**src/rtl/cdb_rr_arbiter.sv**
```systemverilog
// Round-robin CDB scheduler: per-source result FIFOs, rotating grant, per-source backpressure.
// Optional macro CDB_BYPASS_EN: on an idle bus the winning input skips its FIFO (one-edge latency).

localparam int CDB_TAG_W = 4;
localparam int CDB_VAL_W = 32;
localparam logic [CDB_TAG_W-1:0] CDB_NO_VAL = '0;

typedef struct packed {
  logic [CDB_TAG_W-1:0] tag;
  logic [CDB_VAL_W-1:0] val;
} cdb_t;

module cdb_rr_arbiter #(
  parameter  int NUM_SRC = 5,
  parameter  int DEPTH   = 2,
  localparam int SRC_W   = (NUM_SRC > 1) ? $clog2(NUM_SRC) : 1
) (
  input  logic               clk_i,
  input  logic               RST_i,
  input  cdb_t               fu_res_i [NUM_SRC],
  output logic [NUM_SRC-1:0] fu_ready_o,
  output cdb_t               broadcast_o,
  output logic [SRC_W-1:0]   broadcast_src_o,
  output logic               overflow_o
);
  localparam int PTR_W = (DEPTH > 1) ? $clog2(DEPTH) : 1;
  localparam int CNT_W = $clog2(DEPTH + 1);

  cdb_t             mem    [NUM_SRC][DEPTH];
  logic [PTR_W-1:0] rd_ptr [NUM_SRC];
  logic [PTR_W-1:0] wr_ptr [NUM_SRC];
  logic [CNT_W-1:0] count  [NUM_SRC];
  logic [SRC_W-1:0] rr_ptr;

  logic [NUM_SRC-1:0] in_valid;
  logic [NUM_SRC-1:0] not_empty;
  logic [NUM_SRC-1:0] push;
  logic [NUM_SRC-1:0] pop;
  logic               grant_vld;
  logic [SRC_W-1:0]   grant_idx;
  logic               byp_vld;
  logic [SRC_W-1:0]   byp_idx;

  // First requester at or after start, wrapping; returns {found, index}.
  function automatic logic [SRC_W:0] rr_pick(input logic [NUM_SRC-1:0] req,
                                             input logic [SRC_W-1:0]   start);
    logic [SRC_W:0]   res;
    logic [SRC_W-1:0] sel;
    int               idx;
    res = '0;
    for (int k = NUM_SRC - 1; k >= 0; k--) begin
      idx = int'(start) + k;
      if (idx >= NUM_SRC) idx = idx - NUM_SRC;
      sel = SRC_W'(idx);
      if (req[sel]) res = {1'b1, sel};
    end
    return res;
  endfunction

  function automatic logic [SRC_W-1:0] next_src(input logic [SRC_W-1:0] g);
    return (g == SRC_W'(NUM_SRC - 1)) ? '0 : g + 1'b1;
  endfunction

  function automatic logic [PTR_W-1:0] next_ptr(input logic [PTR_W-1:0] p);
    return (p == PTR_W'(DEPTH - 1)) ? '0 : p + 1'b1;
  endfunction

  // Ready looks only at the registered count, so a full FIFO that pops this cycle still refuses.
  always_comb begin
    for (int i = 0; i < NUM_SRC; i++) begin
      in_valid[i]   = (fu_res_i[i].tag != CDB_NO_VAL);
      not_empty[i]  = (count[i] != '0);
      fu_ready_o[i] = (count[i] < CNT_W'(DEPTH)) && !RST_i;
    end
  end

  always_comb begin
    {grant_vld, grant_idx} = rr_pick(not_empty, rr_ptr);
  end

`ifdef CDB_BYPASS_EN
  always_comb begin
    {byp_vld, byp_idx} = rr_pick(in_valid & fu_ready_o, rr_ptr);
    if (grant_vld) byp_vld = 1'b0;
  end
`else
  assign byp_vld = 1'b0;
  assign byp_idx = '0;
`endif

  always_comb begin
    for (int i = 0; i < NUM_SRC; i++) begin
      push[i] = in_valid[i] && fu_ready_o[i] && !(byp_vld && (byp_idx == SRC_W'(i)));
      pop[i]  = grant_vld && (grant_idx == SRC_W'(i));
    end
  end

  always_ff @(posedge clk_i) begin
    if (RST_i) begin
      rr_ptr          <= '0;
      broadcast_o.tag <= CDB_NO_VAL;
      broadcast_o.val <= '0;
      broadcast_src_o <= '0;
      overflow_o      <= 1'b0;
      for (int i = 0; i < NUM_SRC; i++) begin
        rd_ptr[i] <= '0;
        wr_ptr[i] <= '0;
        count[i]  <= '0;
      end
    end else begin
      for (int i = 0; i < NUM_SRC; i++) begin
        if (push[i]) begin
          mem[i][wr_ptr[i]] <= fu_res_i[i];
          wr_ptr[i]         <= next_ptr(wr_ptr[i]);
        end
        if (pop[i]) rd_ptr[i] <= next_ptr(rd_ptr[i]);
        if (push[i] && !pop[i])      count[i] <= count[i] + 1'b1;
        else if (pop[i] && !push[i]) count[i] <= count[i] - 1'b1;
        if (in_valid[i] && !fu_ready_o[i]) overflow_o <= 1'b1;
      end

      if (grant_vld) begin
        broadcast_o     <= mem[grant_idx][rd_ptr[grant_idx]];
        broadcast_src_o <= grant_idx;
        rr_ptr          <= next_src(grant_idx);
      end else if (byp_vld) begin
        broadcast_o     <= fu_res_i[byp_idx];
        broadcast_src_o <= byp_idx;
        rr_ptr          <= next_src(byp_idx);
      end else begin
        broadcast_o.tag <= CDB_NO_VAL;
        broadcast_o.val <= '0;
        broadcast_src_o <= '0;
      end
    end
  end

endmodule
```
**config.mk**
```make
export PLATFORM = sky130hd
export DESIGN_NAME = cdb_rr_arbiter
export DESIGN_NICKNAME = d
export VERILOG_FILES = /design/src/rtl/cdb_rr_arbiter.sv
export SDC_FILE = /design/constraint.sdc
export NUM_CORES = 1
export LEC_CHECK = 0
export BUFFER_PORTS_ARGS = -buffer_cell sky130_fd_sc_hd__buf_2
export CAP_MARGIN = 20
export CORE_ASPECT_RATIO = 1.2
export CORE_MARGIN = 2
export CORE_UTILIZATION = 30
export CTS_CLUSTER_DIAMETER = 40
export DETAILED_ROUTE_END_ITERATION = 12
export REMOVE_ABC_BUFFERS = 1
export SETUP_SLACK_MARGIN = 0.1
export SYNTH_ARGS = -nofsm -noshare
export SYNTH_HDL_FRONTEND = slang
export SYNTH_SLANG_ARGS = --single-unit
```
**constraint.sdc**
```tcl
create_clock -name clk_i -period 5.2 [get_ports clk_i]
set_input_delay 0.26 -clock clk_i [delete_from_list [all_inputs] [get_ports clk_i]]
set_output_delay 0.26 -clock clk_i [all_outputs]
set_load 0.05 [all_outputs]
```
==> flow_summary.toml, run 1 <==
[synthesis]
synthArstFlopShare_pct = 0
syn_area_sq_um = 17850
synth_ff_type = "edfxtp_1"
syn_avg_cell_area_sq_um = 14.36
synth-seq-cells = 423
synth_cells = 1243
ys_types = 78
synth-edff-count = 380
ys_warn_count = 0
yosysSeqAreaShare_pct = 68.75

[finish]
fillers = 5407
fin_cells = 2498
syn_to_final_growth_pct = 31.95
final_nets = 1847
design_area_sq_um = 23560
multiInputGateArea_sq_um = 5134
post-route-util_pct = 40.18
drive_gt1_share_pct = 26.21
regArea_sq_um = 12270

[global_routing]
grt_usage_pct = 17.45
antenna_found_initial = 15
grt_max_degree = 122
grt_first_pass_wirelength_microns = 80540
grt_pass1_vias = 13143
globalRouteOverflowTotal = 0

[sta]
fin_crit_sh_pct = 91.20
rsz0062_at_grt = "no"
timing.hold.ws_ns = 0.1629
worst_pin_slew_ns = 1.072
hold_viol_final = 0
slew_violations = 0
period_needed_ns = 4.743
setup_violations = 0
fmax_ghz = 0.2109
slew_headroom_pct = 28.55
skew_ns = 0.03700

[flow_run]
maxCapViolations = 0

[critical_path]
end_kind = "flop"
worstSetupPathType = "reg -> reg"
r2r_setup_slack_ns = 0.46
r2r_start = "rr_ptr[1]"
rr_endpoint = "count[4][1]"
cp-startpoint = "rr_ptr[1]"
cp_max_fo = 7
required_ns = 5.51
critical_path.startpoint_type = "flop"
crit_arrival_ns = 5.06
crit_end = "count[4][1]"
reg2reg_depth = 15

[drt]
ant_nets = 0
wl_per_cell_microns = 22.13
via_per_inst = 5.031
drt_iter0_markers = 897
drcViolationCount = 0
dr.pass1.iters = 5
wl_microns = 55290
num_vias = 12568

[clocking]
cts-root-buf = "clkbuf_16"
cts_made_buffers = 51
cts_sinks = 423
htreeDepth = 2
post_cts_buffers = 0
cts_buffer_depth = 3
clk_transition_reported_paths_ns = 0.06
clk_latency_ns = 0.59
cts_tree = "done"

[die]
dieHeight_microns = 271.2
rows = 97
die_width_microns = 226.7
dieArea_sq_um = 61480
core-area_sq_um = 58620
start_util_pct = 30.45
ios = 227

[outcome]
status = "complete, no violations"

[place]
io_buffers = 226
gp_congestion = 0.8744
placedCellCount = 2210
post_dp_cell_area_sq_um = 19910
dp_hpwl_microns = 34760

[min_path]
hp-class = "in -> reg"
-- worst min path at each step --
| stage | cells after the start | from | to |
|---|---|---|---|
| 6_report | 2 | RST_i | rr_ptr[1] |
| 2_1_floorplan | 1 | RST_i | overflow_o |
| 4_1_cts | 2 | RST_i | rr_ptr[1] |
| 3_5_place_dp | 1 | fu_res_i[91] | mem[2][19] |
| 3_3_place_gp | 1 | fu_res_i[139] | mem[1][31] |
| 5_1_grt | 2 | RST_i | rr_ptr[1] |
-- per-stage QoR --
stage / setup WS, ns / TNS, ns
floorplan: -5.396 / -267.12
global placement: 0.3358 / 0
detailed placement: 0.2913 / 0
CTS: 0.2841 / 0
global route: 0.1589 / 0
finish: 0.4574 / 0
-- flip-flops by register name (all words and copies together), names as in the netlist --
name             flops
count               10
overflow_o           1
rd_ptr               5
wr_ptr               5
broadcast_src_o      3
mem                360
rr_ptr               3
broadcast_o         36
-- cells by family after synthesis --
kind of cell	after synthesis	share of synthesized area, %
AOI/OAI and AO/OA	288	13.15
xor gates and xnor gates	17	0.8762
adders and majority gates	13	0.9532
buffers and inverters	122	3.196
DFF	423	68.75
muxes	79	4.752
and+or+nand+nor	301	8.327
-- critical path: stages (launching register included) --
cell       delay (ns)
dfxtp_1          0.47
inv_1            0.21
ha_1             0.34
a221oi_4         0.46
mux4_2           0.60
o2111ai_2        0.14
nand3_1          0.25
and2_1           0.25
a21oi_4          0.20
clkinv_2         0.09
ha_1             0.18
ha_1             0.23
and4b_1          0.25
a211o_1          0.34
nor4_1           0.34
a21oi_1          0.12
-- cells in the mapped netlist (all sizes together) (16+ instances only) --
library cell	n	area [sq um]
o32ai	23	329.1
a221o	23	230.2
clkbuf	43	161.4
o211ai	16	125.1
a211o	16	140.1
a21oi	46	241.5
mux2	36	405.4
and3	29	181.4
o22ai	26	168.9
dfxtp	43	860.8
edfxtp	380	11410
a211oi	56	425.4
o21a	16	120.1
nand2b	18	112.6
nor2	71	266.5
nand2	88	332.8
buf	40	262.8
mux2i	42	420.4
inv	39	146.4
nor3	32	170.2
-- cell usage in the layout, fill, tap and decap left out, drive strengths merged, types with 6 or more instances in the layout --
cell           n
o32ai         23
mux2i         42
and2           8
nand2b        18
inv           47
nand2         88
nor4          10
bufinv         7
nor2          71
xnor2         15
nand3         12
a21oi         46
a21o           7
ha            12
a31oi          6
dlygate4sd3  180
clkbuf        63
o21a          16
nand4          7
a211oi        56
clkinv        15
a2bb2oi       13
and3          29
buf          258
o211ai        16
edfxtp       380
mux2          36
o22ai         26
a221o         23
a211o         16
nor2b          6
o21ai         10
dfxtp         43
nor3          32
diode         12
-- cell type report --
type | instances | area share, %
flip-flops and latches | 423 | 52.10
multi-input cells | 699 | 21.79
repair buffers | 438 | 13.59
clock inverters | 32 | 1.806
well taps | 792 | 4.207
diodes | 12 | 0.1275
clock buffers | 63 | 5.742
inverters | 39 | 0.6321
-- what timing repair did --
action                                 in CTS  in global routing
hold buffers                              180                  0
endpoints found under the hold margin     360                  0
gates resized for setup                     0                  7
setup endpoints to repair                   0                 44
-- layer usage --
metal,track usage (%),part of all wire (%),up-vias
met5,0,0.11,-
met4,6.215,3.0,10
met3,3.648,6.3,111
met2,30.53,50,457
met1,21.10,41,6305
li1,-,-,5685
Power of run 1 is not shown: default switching activity piles up to over one toggle a cycle in this logic, so the estimate is an artifact.
==> inputs of run 2 (changes only) <==
==> constraint.sdc (replaced) <==
create_clock -name clk_i -period 5.03 [get_ports clk_i]
set_input_delay 0.2515 -clock clk_i [delete_from_list [all_inputs] [get_ports clk_i]]
set_output_delay 0.2515 -clock clk_i [all_outputs]
set_load 0.005 [all_outputs]
==> run 2 against run 1 <==
- final cell count hardly changed
- first-iteration DRC count is 6.4% lower
- die area stayed put
- via count is 0.18% lower
- register-to-register slack worse by 0.02 ns
- critical endpoint is now count[3][1]
- largest cell class unchanged
- highest routed layer unchanged
==> flow_summary.toml, run 2 (synthesis results as in run 1) <==
[sta]
slew_headroom_pct = 28.75
hold_viol_final = 0
fin_crit_sh_pct = 91.22
setup_violations = 0
fmax_ghz = 0.2179
skew_ns = 0.03065
slew_violations = 0
worst_pin_slew_ns = 1.069
setup_tns_ns = 0
period_needed_ns = 4.588
rsz0062_at_grt = "yes"
timing.hold.ws_ns = 0.1778

[place]
io_buffers = 226
gp_congestion = 0.8870
dp_hpwl_microns = 35010

[clocking]
cts_made_buffers = 56
cts-root-buf = "clkbuf_16"
cts_sinks = 423
clk_latency_ns = 0.60
htreeDepth = 2
cts_buffer_depth = 3
cts_tree = "done"
clk_transition_reported_paths_ns = 0.05

[drt]
wl_microns = 55030
drt_iter0_markers = 840
via_per_inst = 5.020
wl_per_cell_microns = 22.02
ant_nets = 0
dr.pass1.iters = 5
drcViolationCount = 0
num_vias = 12545

[global_routing]
grt_usage_pct = 17.76
grt_max_degree = 122
globalRouteOverflowTotal = 0
grt_first_pass_wirelength_microns = 81420
antenna_found_initial = 7
grt_pass1_vias = 13245

[critical_path]
r2r_setup_slack_ns = 0.44
r2r_start = "rr_ptr[0]"
cp_cell_sequence = "inv_2 > ha_1 > inv_1 > fa_1 > o22ai_1 > a21boi_1 > a32oi_2 > o2111a_1 > and2_1 > a21oi_4 > clkinv_2 > ha_1 > ha_1 > and4b_1 > a211o_1 > nor3_4 > a21boi_0"
worstSetupPathType = "reg -> reg"
required_ns = 5.35
crit_arrival_ns = 4.91
cp_num_cells = 17
critPathSlowestCell = "fa_1"
path_delay_family = "compound AO/OA/AOI/OAI gates"
cp_max_fo = 10
cp_common_cell = "ha_1"
end_kind = "flop"
reg2reg_depth = 17
critical_path.startpoint_type = "flop"
worst_path_largest_cell_delay_ns = 0.51
worst-path-buf-inv = 3
rr_endpoint = "count[3][1]"

[min_path]
hp-start = "RST_i"
hold_depth = 2
hp-class = "in -> reg"
hold_end = "overflow_o"

[finish]
largest_reg_flops = 360
final_nets = 1852
layout_commonest_cell = "edfxtp_1"
syn_to_final_growth_pct = 33.13
post-route-util_pct = 40.54
layout_common_cells = "edfxtp_1 (380), buf_2 (226), dlygate4sd3_1 (180)"
drive_gt1_share_pct = 26.88

[die]
dieHeight_microns = 271.2
rows = 97
core-area_sq_um = 58620
start_util_pct = 30.45
dieArea_sq_um = 61480
ios = 227
die_width_microns = 226.7

[outcome]
status = "complete, no violations"

[flow_run]
maxCapViolations = 0
-- run 2: routing by layer --
metal | GRT usage [%] | wire length [microns]
met5 | 0 | 62
met1 | 20.90 | 21980
met4 | 6.562 | 1952
met2 | 31.77 | 27830
met3 | 3.507 | 3209
-- run 2: worst max-delay path by stage --
stage              start           to  slack (ns)
4_1_cts        rr_ptr[0]  count[3][1]        0.28
3_3_place_gp   rr_ptr[0]  count[3][1]        0.42
5_1_grt        rr_ptr[0]  count[3][1]        0.08
3_5_place_dp   rr_ptr[0]  count[3][1]        0.31
2_1_floorplan  rr_ptr[0]  count[3][1]       -5.57
6_report       rr_ptr[0]  count[3][1]        0.44
-- run 2: cell type report --
type / count / area [sq um]
well taps: 792 / 991.0
inverters: 39 / 148.9
repair buffers: 439 / 3247
clock inverters: 39 / 485.5
clock buffers: 66 / 1500
fillers: 5433 / 34850
diodes: 3 / 7.507
multi-input cells: 698 / 5114
flip-flops and latches: 423 / 12270
-- run 2: worst reg2reg max path: stages (launching register included) --
cell and delay, ns:
dfxtp_1 0.31, inv_2 0.15, ha_1 0.20, inv_1 0.05
fa_1 0.51, o22ai_1 0.36, a21boi_1 0.29, a32oi_2 0.17
o2111a_1 0.31, and2_1 0.21, a21oi_4 0.21, clkinv_2 0.10
ha_1 0.18, ha_1 0.19, and4b_1 0.23, a211o_1 0.34
nor3_4 0.36, a21boi_0 0.14
-- run 2: through the flow --
stage               setup WS [ns]  instances  cell area (sq um)
finish                     0.4416       2499              23770
global route              0.08402       2498              23760
CTS                        0.2763       2496              23740
detailed placement         0.3061       2211              19950
global placement           0.4250       2210              19930
floorplan                  -5.566       1160              17430
-- run 2: timing repair --
action | CTS | global route
endpoints found under the hold margin | 360 | 0
gates resized for setup | 0 | 4
buffers inserted | 0 | 0
hold buffers | 180 | 0
endpoints found under the setup margin | 0 | 30
Power of run 2 is left out for the same reason.
==> inputs of run 3 (changes only) <==
CTS_BUF_LIST = sky130_fd_sc_hd__clkbuf_16   (was not set)
GPL_ROUTABILITY_DRIVEN = 0   (was not set)
SETUP_SLACK_MARGIN = 0.02   (was 0.1)
==> run 3 against run 2 <==
- cell area fell by 0.94%
- register-to-register slack lost 0.12 ns
- count of clock-buffer cells in the layout decreased by 10
- fmax decreased by 2.5%
- worst setup slack lost 0.12 ns
- critical path type unchanged
==> flow_summary.toml, run 3 (synthesis results as in run 1) <==
[sta]
rsz0062_at_grt = "no"
slew_violations = 0
period_needed_ns = 4.707
hold_viol_final = 0
worst_pin_slew_ns = 1.064
skew_ns = 0.03282
slew_headroom_pct = 28.91
setup_violations = 0
setup_tns_ns = 0
fmax_ghz = 0.2124
fin_crit_sh_pct = 93.58

[clocking]
htreeDepth = 2
cts_buffer_depth = 3
cts_made_buffers = 55
cts-root-buf = "clkbuf_16"
clk_transition_reported_paths_ns = 0.06
cts_tree = "done"
clk_latency_ns = 0.61
cts_sinks = 423

[drt]
drcViolationCount = 0
dr.pass1.iters = 5
via_per_inst = 4.999
wl_per_cell_microns = 21.87
wl_microns = 54600
num_vias = 12478
ant_nets = 0
drt_iter0_markers = 783

[finish]
syn_to_final_growth_pct = 31.88
layout_common_cells = "edfxtp_1 (380), buf_2 (226), dlygate4sd3_1 (180)"
drive_gt1_share_pct = 26.36
fillers = 5439
largest_reg_flops = 360
layout_commonest_cell = "edfxtp_1"
final_nets = 1847

[global_routing]
grt_pass1_vias = 13193
grt_first_pass_wirelength_microns = 79650
antenna_found_initial = 12
grt_usage_pct = 17.33
globalRouteOverflowTotal = 0
grt_max_degree = 122

[critical_path]
crit_arrival_ns = 5.04
cp_common_cell = "ha_1"
cp_cell_sequence = "inv_2 > ha_1 > inv_1 > fa_1 > nor2_1 > mux2i_1 > a32oi_2 > o2111a_1 > and2_1 > a21oi_4 > clkinv_2 > ha_1 > ha_1 > and4b_1 > a211o_1 > nor3_4 > a21boi_0"
cp_max_fo = 10
worst_path_largest_cell_delay_ns = 0.51
worstSetupPathType = "reg -> reg"
path_delay_family = "compound AO/OA/AOI/OAI gates"
required_ns = 5.36
worst-path-buf-inv = 3
critical_path.startpoint_type = "flop"
end_kind = "flop"
critPathSlowestCell = "fa_1"

[place]
io_buffers = 226
dp_hpwl_microns = 33900

[min_path]
hp-class = "in -> reg"

[die]
rows = 97
start_util_pct = 30.45
ios = 227
die_width_microns = 226.7
dieArea_sq_um = 61480
dieHeight_microns = 271.2
core-area_sq_um = 58620

[outcome]
status = "complete, no violations"

[flow_run]
maxCapViolations = 0
## run 3: changes by cell type in the layout (fill, tap and decap cells not counted), moves of 2 or more
| cell | before | now |
|---|---|---|
| buf_12 | 5 | 3 |
| buf_4 | 27 | 25 |
| bufinv_16 | 6 | 3 |
| clkbuf_1 | 5 | 0 |
| clkbuf_8 | 4 | 0 |
| clkinv_2 | 6 | 9 |
| clkinv_4 | 1 | 5 |
| clkinv_8 | 5 | 3 |
| clkinvlp_4 | 3 | 1 |
| diode_2 | 3 | 8 |
| inv_1 | 34 | 42 |
| inv_6 | 12 | 9 |
## run 3: layer usage
layer  global-route usage [%]  wire, microns
met2                    30.36          27320
met4                    6.908           1830
met3                    4.016           3405
met5                        0             57
met1                    20.36          21990
## run 3: final cells by class
type	instances	area [sq um]	share of cell area (%)
multi-input combinational	698	5110	21.71
clock inverter	45	405.4	1.722
timing repair buffer	435	3192	13.56
clock buffer	56	1401	5.953
tap	792	991.0	4.209
sequential	423	12270	52.13
inverter	39	148.9	0.6325
antenna	8	20.02	0.08504
## run 3: final timing paths
| path | slack (ns) | end | cells past startpoint | from |
|---|---|---|---|---|
| max | 0.32 | count[3][1] | 17 | rr_ptr[0] |
| min | 0.17 | rr_ptr[1] | 2 | RST_i |
| max reg2reg | 0.32 | count[3][1] | 17 | rr_ptr[0] |
| min reg2reg | 0.58 | overflow_o | 2 | overflow_o |
## run 3: repair_timing
item	in CTS	in global routing
hold endpoints to repair	360	0
setup buffers	0	0
hold buffers	180	0
endpoints found under the setup margin	0	38
gates resized for setup	0	5
## run 3: metrics by stage
stage	utilization (%)	instance area [sq um]	setup WS [ns]	std cells	hold slack, ns
after floorplan	-	17430	-5.566	1160	0.3209
after global placement	33.94	19900	0.2266	2207	0.4411
after detailed placement	33.94	19900	0.07226	2207	0.4444
after CTS	40.10	23510	0.08044	2488	0.1351
after global routing	40.16	23540	0.04658	2496	0.2087
final	40.16	23540	0.3228	2496	0.1717
Power of run 3 is left out for the same reason.
